==> config.mk <==
export PLATFORM = sky130hd
export DESIGN_NAME = cache_line_xfer_unit
export DESIGN_NICKNAME = d
export VERILOG_FILES = /design/src/rtl/lab3_cache_xfer_pkg.sv /design/src/rtl/cache_xfer_idx_ctr.sv /design/src/rtl/cache_line_xfer_unit.sv
export SDC_FILE = /design/constraint.sdc
export NUM_CORES = 1
export LEC_CHECK = 0
export CAP_MARGIN = 40
export CORE_MARGIN = 2
export CORE_UTILIZATION = 48
export CTS_CLUSTER_SIZE = 20
export DETAILED_ROUTE_END_ITERATION = 12
export PLACE_DENSITY = 0.81
export SLEW_MARGIN = 10
export SYNTH_ARGS = -nofsm -noshare
export SYNTH_HDL_FRONTEND = slang
export SYNTH_SLANG_ARGS = --single-unit
==> constraint.sdc <==
create_clock -name clk_i -period 2.22 [get_ports clk_i]
set_clock_uncertainty 0.05 [all_clocks]
set_input_delay 0.333 -clock clk_i [delete_from_list [all_inputs] [get_ports clk_i]]
set_output_delay 0.333 -clock clk_i [all_outputs]
set_load 0.01 [all_outputs]
==> src/rtl/lab3_cache_xfer_pkg.sv <==
// Shared types and constants for the cache line transfer engine.
package lab3_cache_xfer_pkg;

   typedef enum logic [1:0] {
      IDLE   = 2'd0,
      SPILL  = 2'd1,
      REFILL = 2'd2
   } xfer_state_e;

   localparam logic MEM_RD = 1'b0;
   localparam logic MEM_WR = 1'b1;

   // Ceiling log2; callers guarantee n >= 2 so the result is never zero.
   function automatic int unsigned clog2(input int unsigned n);
      int unsigned r;
      r = 0;
      while ((32'd1 << r) < n) begin
         r = r + 1;
      end
      return r;
   endfunction

endpackage

==> src/rtl/cache_xfer_idx_ctr.sv <==
// Loadable wrapping word-index counter with a companion count of steps taken since load.
module cache_xfer_idx_ctr
   import lab3_cache_xfer_pkg::*;
#(
   parameter int unsigned WORDS = 4,
   localparam int unsigned IDX_W = clog2(WORDS)
) (
   input  logic             clk_i,
   input  logic             rst_ni,
   input  logic             load_i,
   input  logic [IDX_W-1:0] load_idx_i,
   input  logic             inc_i,
   output logic [IDX_W-1:0] idx_o,
   output logic             last_o,
   output logic             done_o
);

   localparam logic [IDX_W:0] CntLast = (IDX_W + 1)'(WORDS - 1);
   localparam logic [IDX_W:0] CntFull = (IDX_W + 1)'(WORDS);

   logic [IDX_W-1:0] idx_q, idx_d;
   logic [IDX_W:0]   cnt_q, cnt_d;

   always_comb begin
      idx_d = idx_q;
      cnt_d = cnt_q;
      if (load_i) begin
         idx_d = load_idx_i;
         cnt_d = '0;
      end else if (inc_i) begin
         idx_d = idx_q + 1'b1;
         cnt_d = cnt_q + 1'b1;
      end
   end

   always_ff @(posedge clk_i or negedge rst_ni) begin
      if (!rst_ni) begin
         idx_q <= '0;
         cnt_q <= '0;
      end else begin
         idx_q <= idx_d;
         cnt_q <= cnt_d;
      end
   end

   assign idx_o  = idx_q;
   assign last_o = (cnt_q == CntLast);
   assign done_o = (cnt_q == CntFull);

endmodule

==> src/rtl/cache_line_xfer_unit.sv <==
// Spill/refill line transfer engine between the cache controller and memory.
// Optional CACHE_XFER_CRIT_WORD_FIRST_EN: refill reads start at cmd_crit_idx_i and wrap.
module cache_line_xfer_unit
   import lab3_cache_xfer_pkg::*;
#(
   parameter int unsigned WORDS   = 4,
   parameter int unsigned ADDR_W  = 32,
   parameter int unsigned DATA_W  = 32,
   parameter int unsigned MAX_OUT = 2,
   localparam int unsigned IDX_W  = clog2(WORDS)
) (
   input  logic                    clk_i,
   input  logic                    rst_ni,
   input  logic                    cmd_val_i,
   output logic                    cmd_rdy_o,
   input  logic                    cmd_spill_i,
   input  logic                    cmd_refill_i,
   input  logic [ADDR_W-1:0]       cmd_spill_addr_i,
   input  logic [ADDR_W-1:0]       cmd_refill_addr_i,
   input  logic [IDX_W-1:0]        cmd_crit_idx_i,
   input  logic [WORDS*DATA_W-1:0] cmd_spill_line_i,
   output logic                    cache_req_val_o,
   input  logic                    cache_req_rdy_i,
   output logic                    cache_req_type_o,
   output logic [ADDR_W-1:0]       cache_req_addr_o,
   output logic [DATA_W-1:0]       cache_req_data_o,
   input  logic                    cache_resp_val_i,
   output logic                    cache_resp_rdy_o,
   input  logic                    cache_resp_type_i,
   input  logic [DATA_W-1:0]       cache_resp_data_i,
   output logic                    spill_done_o,
   output logic                    refill_req_done_o,
   output logic                    refill_resp_done_o,
   output logic [WORDS*DATA_W-1:0] refill_line_o
);

   localparam int unsigned BASE_W = ADDR_W - IDX_W - 2;
   localparam int unsigned OUT_W  = clog2(MAX_OUT + 1);
   localparam logic [OUT_W-1:0] OutMax = OUT_W'(MAX_OUT);

   xfer_state_e             state_q, state_d;
   logic [BASE_W-1:0]       spill_base_q, refill_base_q;
   logic [WORDS*DATA_W-1:0] spill_line_q;
   logic [WORDS*DATA_W-1:0] refill_line_q, refill_line_d;
   logic                    cmd_refill_q;
   logic [IDX_W-1:0]        refill_start_q, refill_start_in;
   logic [OUT_W-1:0]        out_q, out_d;
   logic                    spill_done_q, spill_done_d;
   logic                    req_done_q, req_done_d;
   logic                    resp_done_q, resp_done_d;

   logic                    cmd_accept, in_spill, req_val, req_fire, resp_rdy, resp_fire;
   logic                    ctr_load;
   logic [IDX_W-1:0]        ctr_load_idx;
   logic [IDX_W-1:0]        req_idx, resp_idx;
   logic                    req_last, req_all, resp_last, resp_all;

`ifdef CACHE_XFER_CRIT_WORD_FIRST_EN
   assign refill_start_in = cmd_crit_idx_i;
   logic unused_crit;
   assign unused_crit = 1'b0;
`else
   assign refill_start_in = '0;
   logic unused_crit;
   assign unused_crit = ^cmd_crit_idx_i;
`endif

   logic unused_bits;
   assign unused_bits = ^{cmd_spill_addr_i[IDX_W+1:0], cmd_refill_addr_i[IDX_W+1:0], resp_all,
                          unused_crit};

   cache_xfer_idx_ctr #(
      .WORDS (WORDS)
   ) u_req_ctr (
      .clk_i      (clk_i),
      .rst_ni     (rst_ni),
      .load_i     (ctr_load),
      .load_idx_i (ctr_load_idx),
      .inc_i      (req_fire),
      .idx_o      (req_idx),
      .last_o     (req_last),
      .done_o     (req_all)
   );

   cache_xfer_idx_ctr #(
      .WORDS (WORDS)
   ) u_resp_ctr (
      .clk_i      (clk_i),
      .rst_ni     (rst_ni),
      .load_i     (ctr_load),
      .load_idx_i (ctr_load_idx),
      .inc_i      (resp_fire),
      .idx_o      (resp_idx),
      .last_o     (resp_last),
      .done_o     ()
   );
   assign resp_all = 1'b0;

   assign cmd_rdy_o  = (state_q == IDLE);
   assign cmd_accept = cmd_rdy_o && cmd_val_i;
   assign in_spill   = (state_q == SPILL);
   assign req_val    = (state_q != IDLE) && !req_all && (out_q < OutMax);
   assign req_fire   = req_val && cache_req_rdy_i;
   assign resp_rdy   = (out_q != '0);
   assign resp_fire  = resp_rdy && cache_resp_val_i;

   assign cache_req_val_o  = req_val;
   assign cache_req_type_o = in_spill ? MEM_WR : MEM_RD;
   assign cache_req_addr_o = {(in_spill ? spill_base_q : refill_base_q), req_idx, 2'b00};
   assign cache_req_data_o = in_spill ? spill_line_q[DATA_W*req_idx +: DATA_W] : '0;
   assign cache_resp_rdy_o = resp_rdy;

   always_comb begin
      out_d = out_q;
      case ({req_fire, resp_fire})
         2'b10:   out_d = out_q + 1'b1;
         2'b01:   out_d = out_q - 1'b1;
         default: out_d = out_q;
      endcase
   end

   always_comb begin
      state_d       = state_q;
      spill_done_d  = 1'b0;
      resp_done_d   = 1'b0;
      req_done_d    = req_done_q;
      refill_line_d = refill_line_q;
      ctr_load      = 1'b0;
      ctr_load_idx  = '0;
      unique case (state_q)
         IDLE: begin
            req_done_d = 1'b0;
            if (cmd_val_i && cmd_spill_i) begin
               state_d  = SPILL;
               ctr_load = 1'b1;
            end else if (cmd_val_i && cmd_refill_i) begin
               state_d      = REFILL;
               ctr_load     = 1'b1;
               ctr_load_idx = refill_start_in;
            end
         end
         SPILL: begin
            // Reads only start once the final write ack has been taken.
            if (resp_fire && resp_last) begin
               spill_done_d = 1'b1;
               if (cmd_refill_q) begin
                  state_d      = REFILL;
                  ctr_load     = 1'b1;
                  ctr_load_idx = refill_start_q;
               end else begin
                  state_d = IDLE;
               end
            end
         end
         REFILL: begin
            if (req_fire && req_last) begin
               req_done_d = 1'b1;
            end
            if (resp_fire && (cache_resp_type_i == MEM_RD)) begin
               refill_line_d[DATA_W*resp_idx +: DATA_W] = cache_resp_data_i;
            end
            if (resp_fire && resp_last) begin
               state_d     = IDLE;
               resp_done_d = 1'b1;
               req_done_d  = 1'b0;
            end
         end
         default: state_d = IDLE;
      endcase
   end

   always_ff @(posedge clk_i or negedge rst_ni) begin
      if (!rst_ni) begin
         state_q        <= IDLE;
         spill_base_q   <= '0;
         refill_base_q  <= '0;
         spill_line_q   <= '0;
         cmd_refill_q   <= 1'b0;
         refill_start_q <= '0;
         refill_line_q  <= '0;
         out_q          <= '0;
         spill_done_q   <= 1'b0;
         req_done_q     <= 1'b0;
         resp_done_q    <= 1'b0;
      end else begin
         state_q       <= state_d;
         refill_line_q <= refill_line_d;
         out_q         <= out_d;
         spill_done_q  <= spill_done_d;
         req_done_q    <= req_done_d;
         resp_done_q   <= resp_done_d;
         if (cmd_accept) begin
            spill_base_q   <= cmd_spill_addr_i[ADDR_W-1:IDX_W+2];
            refill_base_q  <= cmd_refill_addr_i[ADDR_W-1:IDX_W+2];
            spill_line_q   <= cmd_spill_line_i;
            cmd_refill_q   <= cmd_refill_i;
            refill_start_q <= refill_start_in;
         end
      end
   end

   assign spill_done_o       = spill_done_q;
   assign refill_req_done_o  = req_done_q;
   assign refill_resp_done_o = resp_done_q;
   assign refill_line_o      = refill_line_q;

endmodule

Word level (Yosys, flattened, before mapping)
Cells that the tools add are included.
{"block": "classes", "add_sub_neg": 7, "n_lt_le_gt_ge": 1, "eq_ne": 11, "shifts": 3, "n_mux": 30, "n_bitwise": 1, "n_reduce_logical": 21}
{"cell": "bitwise mux 128 bit", "n": 1}
{"cell": "variable shift 32 x 34 -> 128 bit (first input constant)", "n": 1}
{"cell": "indexed part select 128 x 8 -> 32 bit", "n": 1}
{"cell": "indexed part select 32 x 34 -> 128 bit", "n": 1}
{"cell": "negation 7 -> 34 bit", "n": 1}
{"cell": "2-to-1 mux 32 bit", "n": 1}
{"cell": "2-to-1 mux 28 bit", "n": 1}
{"cell": "2-to-1 mux 2 bit", "n": 9}
{"cell": "2-to-1 mux 3 bit", "n": 4}
{"cell": "nonzero test 2 bit", "n": 6}
{"cell": "logical AND 1 bit", "n": 10}
{"cell": "2-to-1 mux 1 bit", "n": 10}
{"cell": "adder 2 x 1 -> 2 bit (second input constant)", "n": 3}
{"cell": "adder 3 x 1 -> 3 bit (second input constant)", "n": 2}
{"cell": "equality test 3 x 2 -> 1 bit (second input constant)", "n": 2}
{"cell": "one-hot mux 2 bit (3 select lines)", "n": 1}
{"cell": "equality test 2 x 1 -> 1 bit (second input constant)", "n": 2}
{"cell": "equality test 2 bit (second input constant)", "n": 2}
{"cell": "one-hot mux 1 bit (2 select lines)", "n": 2}
{"cell": "one-hot mux 2 bit (2 select lines)", "n": 1}
{"cell": "AND reduction 2 bit", "n": 2}
{"cell": "equality test 3 bit (second input constant)", "n": 1}
{"cell": "!= test 3 x 1 -> 1 bit (second input constant)", "n": 1}
{"cell": "!= test 3 bit (second input constant)", "n": 1}
{"cell": "other kinds (8)", "n": 8}
{"block": "word_totals", "register_bits": 330, "input_bits": 234, "output_inout_bits": 199, "word_cells": 88}

Longest topological paths before layout
{"block": "depth", "ltp_word": 9, "mapped_depth": 8, "ltp_nobuf": 8}

Modules after synthesis
A second synthesis with hierarchy kept.
{"block": "hier_totals", "cells_unflattened": 1144, "area_unflattened_um2": 14908.0}
{"mod": "cache_line_xfer_unit", "instances": 1, "cells_each": 1092, "area_each_um2": 14362.5, "seq_area_each_um2": 8007.7}
{"mod": "cache_xfer_idx_ctr", "instances": 2, "cells_each": 26, "area_each_um2": 272.8, "seq_area_each_um2": 125.1}

Worst setup path after synthesis
No wires, ideal clock.
{"block": "synth_timing", "kind": "register to output", "startpoint": "reg u_req_ctr.idx_q[0], in the netlist u_req_ctr.idx_o[0]", "endpoint": "out cache_req_data_o[10]", "arrival_ps": 1624, "required_time_ps": 1837, "slack_ps": 213, "path_stages_with_launch": 5, "n_path_buf": 2, "path_cell_list": "dfrtp_1 buf_2 buf_2 mux4_2 and2_1"}
{"block": "synth_via", "elab_chain_cells": 2}
{"element": "start: declaration", "line_no": "cache_xfer_idx_ctr.sv:21", "rtl": "logic [IDX_W-1:0] idx_q, idx_d;"}
{"element": "start signal: assignment", "line_no": "cache_xfer_idx_ctr.sv:41", "rtl": "idx_q <= idx_d;"}
{"element": "indexed part select 128 x 8 -> 32 bit", "line_no": "cache_line_xfer_unit.sv:110", "rtl": "assign cache_req_data_o = in_spill ? spill_line_q[DATA_W*req_idx +: DATA_W] : '0;"}
{"element": "2-to-1 mux 32 bit", "line_no": "cache_line_xfer_unit.sv:110"}
{"element": "end: declaration", "line_no": "cache_line_xfer_unit.sv:26", "rtl": "output logic [DATA_W-1:0] cache_req_data_o,"}
Every way passes these cells.

Worst setup path in the final report
Same ends and word-level chain as after synthesis.

==> impl_metrics.py <==
metrics = {
    "cts": {
        "numCtsBuffers": 36,
        "clock_latency_ns": 0.51,
        "cts.sinks": 330,
        "clock_path_buffers": 3,
        "cts_tree": "yes",
        "htree_levels": 2,
        "clk_pin_slew_ns": 0.06,
        "cts-root-buf": "clkbuf_16",
    },
    "setup_path": {
        "arrival_ns": 1.99,
        "r2r_end": "spill_line_q[118]",
        "cp_max_fo": 5,
        "path_class": "register to output pin",
        "r2r_slack_ns": 0.22,
        "r2r_cells": 6,
        "end_kind": "output pin",
        "reg2reg_from": "state_q[1]",
        "startpoint_type": "register",
        "crit_required_ns": 1.84,
    },
    "outcome": {
        "violations": "setup timing",
        "status": "complete, but fails checks",
    },
    "synthesis": {
        "synthArstFlopShare_pct": 100.0,
        "ys_ff_latch": 330,
        "syn_inst": 1139,
        "synth_edf_count": 0,
        "yosys_warnings": 0,
        "synthFlopType": "dfrtp_1",
        "syn_area_um2": 14860,
        "ys_seq_area_share_pct": 55.56,
        "avgSynthCellArea_um2": 13.05,
        "synth_cell_types": 41,
    },
    "timing": {
        "rsz0062_at_grt": "yes",
        "finalSetupViolCount": 47,
        "slew_headroom_pct": 59.08,
        "setup-tns-final_ns": -4.607,
        "min_period_over_period_pct": 107.0,
        "slew_viol_final": 0,
        "worstMarginPinSlew_ns": 0.6138,
        "fmax_mhz": 420.9,
        "setup_slack_ns": -0.1561,
        "hold_violations": 0,
        "min_period_ns": 2.376,
    },
    "place": {
        "dp_hpwl_mm": 28.49,
        "gp_congestion": 0.8240,
        "place_inst": 1937,
        "portBuffers": 420,
        "place_ws_ns": -0.002065,
        "dpl_cell_area_um2": 19870,
    },
    "floorplanning": {
        "start_util_pct": 48.72,
        "die_y_um": 180.0,
        "dieWidth_um": 180.0,
        "rows": 64,
        "pin_count": 433,
        "core_region_area_um2": 30510,
        "die_area_um2": 32390,
    },
    "routing": {
        "drt_first_iter_violations": 430,
        "avgViaCountPerCell": 5.162,
        "drc": 0,
        "post_drt_wl_per_cell_um": 20.58,
        "vias": 10460,
        "ant_nets": 0,
        "routed_wl_mm": 41.71,
        "first_pass_iters": 5,
    },
    "global_route": {
        "grt_max_degree": 70,
        "met1_usage_pct": 31.42,
        "grt_busiest_layer": "met2",
        "met3_usage_pct": 5.956,
        "grt_antenna_before_repair": 5,
        "met2_usage_pct": 44.49,
        "track_usage_pct": 25.63,
        "grt_overflow_total": 0,
        "grt_pass1_wl_mm": 65.43,
        "grt_pass1_vias": 11430,
    },
    "final_layout": {
        "area_growth_pct": 45.29,
        "drive_gt1_share_pct": 29.23,
        "final_cell_area_um2": 21600,
        "stdcell_count": 2027,
        "nNetsFinal": 1849,
    },
    "job": {
        "cap_viol_max_count": 0,
    },
    "pwr": {
        "power_density_nw_per_um2": 1411,
        "peakVddDrop_v": 0.0009812,
        "power_leakage_nw": 10.45,
    },
    "worst_hold_path": {
        "hold_class": "input pin to asynchronous set/reset pin",
    },
}
==> kinds of logic (layout without fill, tap and decap cells) <==
kind of cell    count (synthesis)  after routing  synth area share, %
mux                           375            375                29.74
flops                         330            330                55.56
buf+inv                       200            685                6.111
simple gates                  196            196                6.397
compound gates                 21             21               0.9513
fa+ha+maj                      11             11               0.9259
xor+xnor                        5              5               0.2946
other cells                     1              8              0.02523
==> worst max path at each step <==
stage	start	end	slack [ns]	cells past startpoint
floorplan	u_req_ctr.idx_o[0]	cache_req_data_o[10]	0.21	4
global placement	u_req_ctr.idx_o[0]	cache_req_data_o[10]	0.02	4
detailed placement	u_req_ctr.idx_o[0]	cache_req_data_o[28]	-0.002	4
CTS	u_req_ctr.idx_o[0]	cache_req_data_o[17]	-0.25	6
global route	u_req_ctr.idx_o[0]	cache_req_data_o[2]	-0.21	5
finish	u_req_ctr.idx_o[0]	cache_req_data_o[10]	-0.16	5
==> metrics by stage <==
step / total power [W] / util [%] / hold WS, ns
detailed placement: 0.02297 / 65.12 / 0.3152
global route: 0.03206 / 70.78 / 0.3570
finish: 0.03048 / 70.78 / 0.3606
global placement: 0.02251 / 65.12 / 0.3130
CTS: 0.03061 / 70.86 / 0.3477
floorplan: 0.01676 / - / -0.01259
==> power by group <==
part	internal [W]	leakage (nW)	switching (W)
sequential	0.00865	3.60	0.00154
clock	0.00362	0.581	0.00239
combinational	0.00849	6.26	0.00579
==> sequential cells by signal, summed over array words and instances (netlist names) <==
signal	cells
cmd_refill_q	1
spill_line_q	128
spill_done_o	1
u_resp_ctr.cnt_q	3
refill_line_o	128
refill_req_done_o	1
refill_base_q	28
u_req_ctr.idx_o	2
spill_base_q	28
refill_resp_done_o	1
state_q	2
u_req_ctr.cnt_q	3
out_q	2
u_resp_ctr.idx_o	2
==> timing repair <==
action | 4_1_cts | 5_1_grt
cloned | 5 | 1
setup buffers | 22 | 4
hold endpoints to repair | 57 | 0
pin swaps | 32 | 2
gates resized for setup | 365 | 28
hold buffers | 1 | 0
endpoints found under the setup margin | 62 | 62
==> worst max-delay path: stages (launching register included) <==
cell and delay, ns:
dfrtp_2 0.39, buf_12 0.14, buf_12 0.13, mux4_2 0.52, and2_4 0.16, buf_6 0.12
==> synthesized netlist by cell type, drive strengths merged, types with 3 or more instances <==
| cell type | number | share of area, % |
|---|---|---|
| o21ai | 4 | 0.13 |
| mux4 | 32 | 4.8 |
| and2 | 32 | 1.3 |
| nor3b | 6 | 0.41 |
| clkbuf | 21 | 0.54 |
| dfrtp | 330 | 56 |
| nand2 | 130 | 3.3 |
| o2bb2ai | 3 | 0.22 |
| nor2 | 10 | 0.27 |
| buf | 44 | 2.2 |
| mux2i | 130 | 8.8 |
| nand3 | 7 | 0.57 |
| ha | 11 | 0.93 |
| a21oi | 8 | 0.27 |
| inv | 135 | 3.4 |
| mux2 | 213 | 16 |
| xnor2 | 4 | 0.24 |
==> final cells by class <==
type / count / area [µm²]
fill: 2043 / 8914
sequential: 330 / 8260
multi-input combinational: 610 / 5908
timing repair buffer: 491 / 5238
clock buffer: 50 / 1045
inverter: 135 / 506.7
tap: 396 / 495.5
clock inverter: 9 / 127.6
antenna: 6 / 15.01
==> layer usage <==
| metal | share of wire (%) | vias to the layer above |
|---|---|---|
| met2 | 51 | 345 |
| met5 | 0 | - |
| met4 | 2.7 | 0 |
| met1 | 39 | 5315 |
| met3 | 6.6 | 68 |
| li1 | - | 4735 |
==> placed cells by master (no fill, tap or decap), drive strengths merged, types with 4 or more instances in the layout <==
cell type	instances
a21oi	8
and2	32
buf	132
clkbuf	51
clkdlybuf4s50	354
clkinv	4
dfrtp	330
diode	6
ha	11
inv	137
mux2	213
mux2i	130
mux4	32
nand2	130
nand3	7
nor2	10
nor3b	6
o21ai	4
xnor2	4
(Power assumes the default switching activity.)
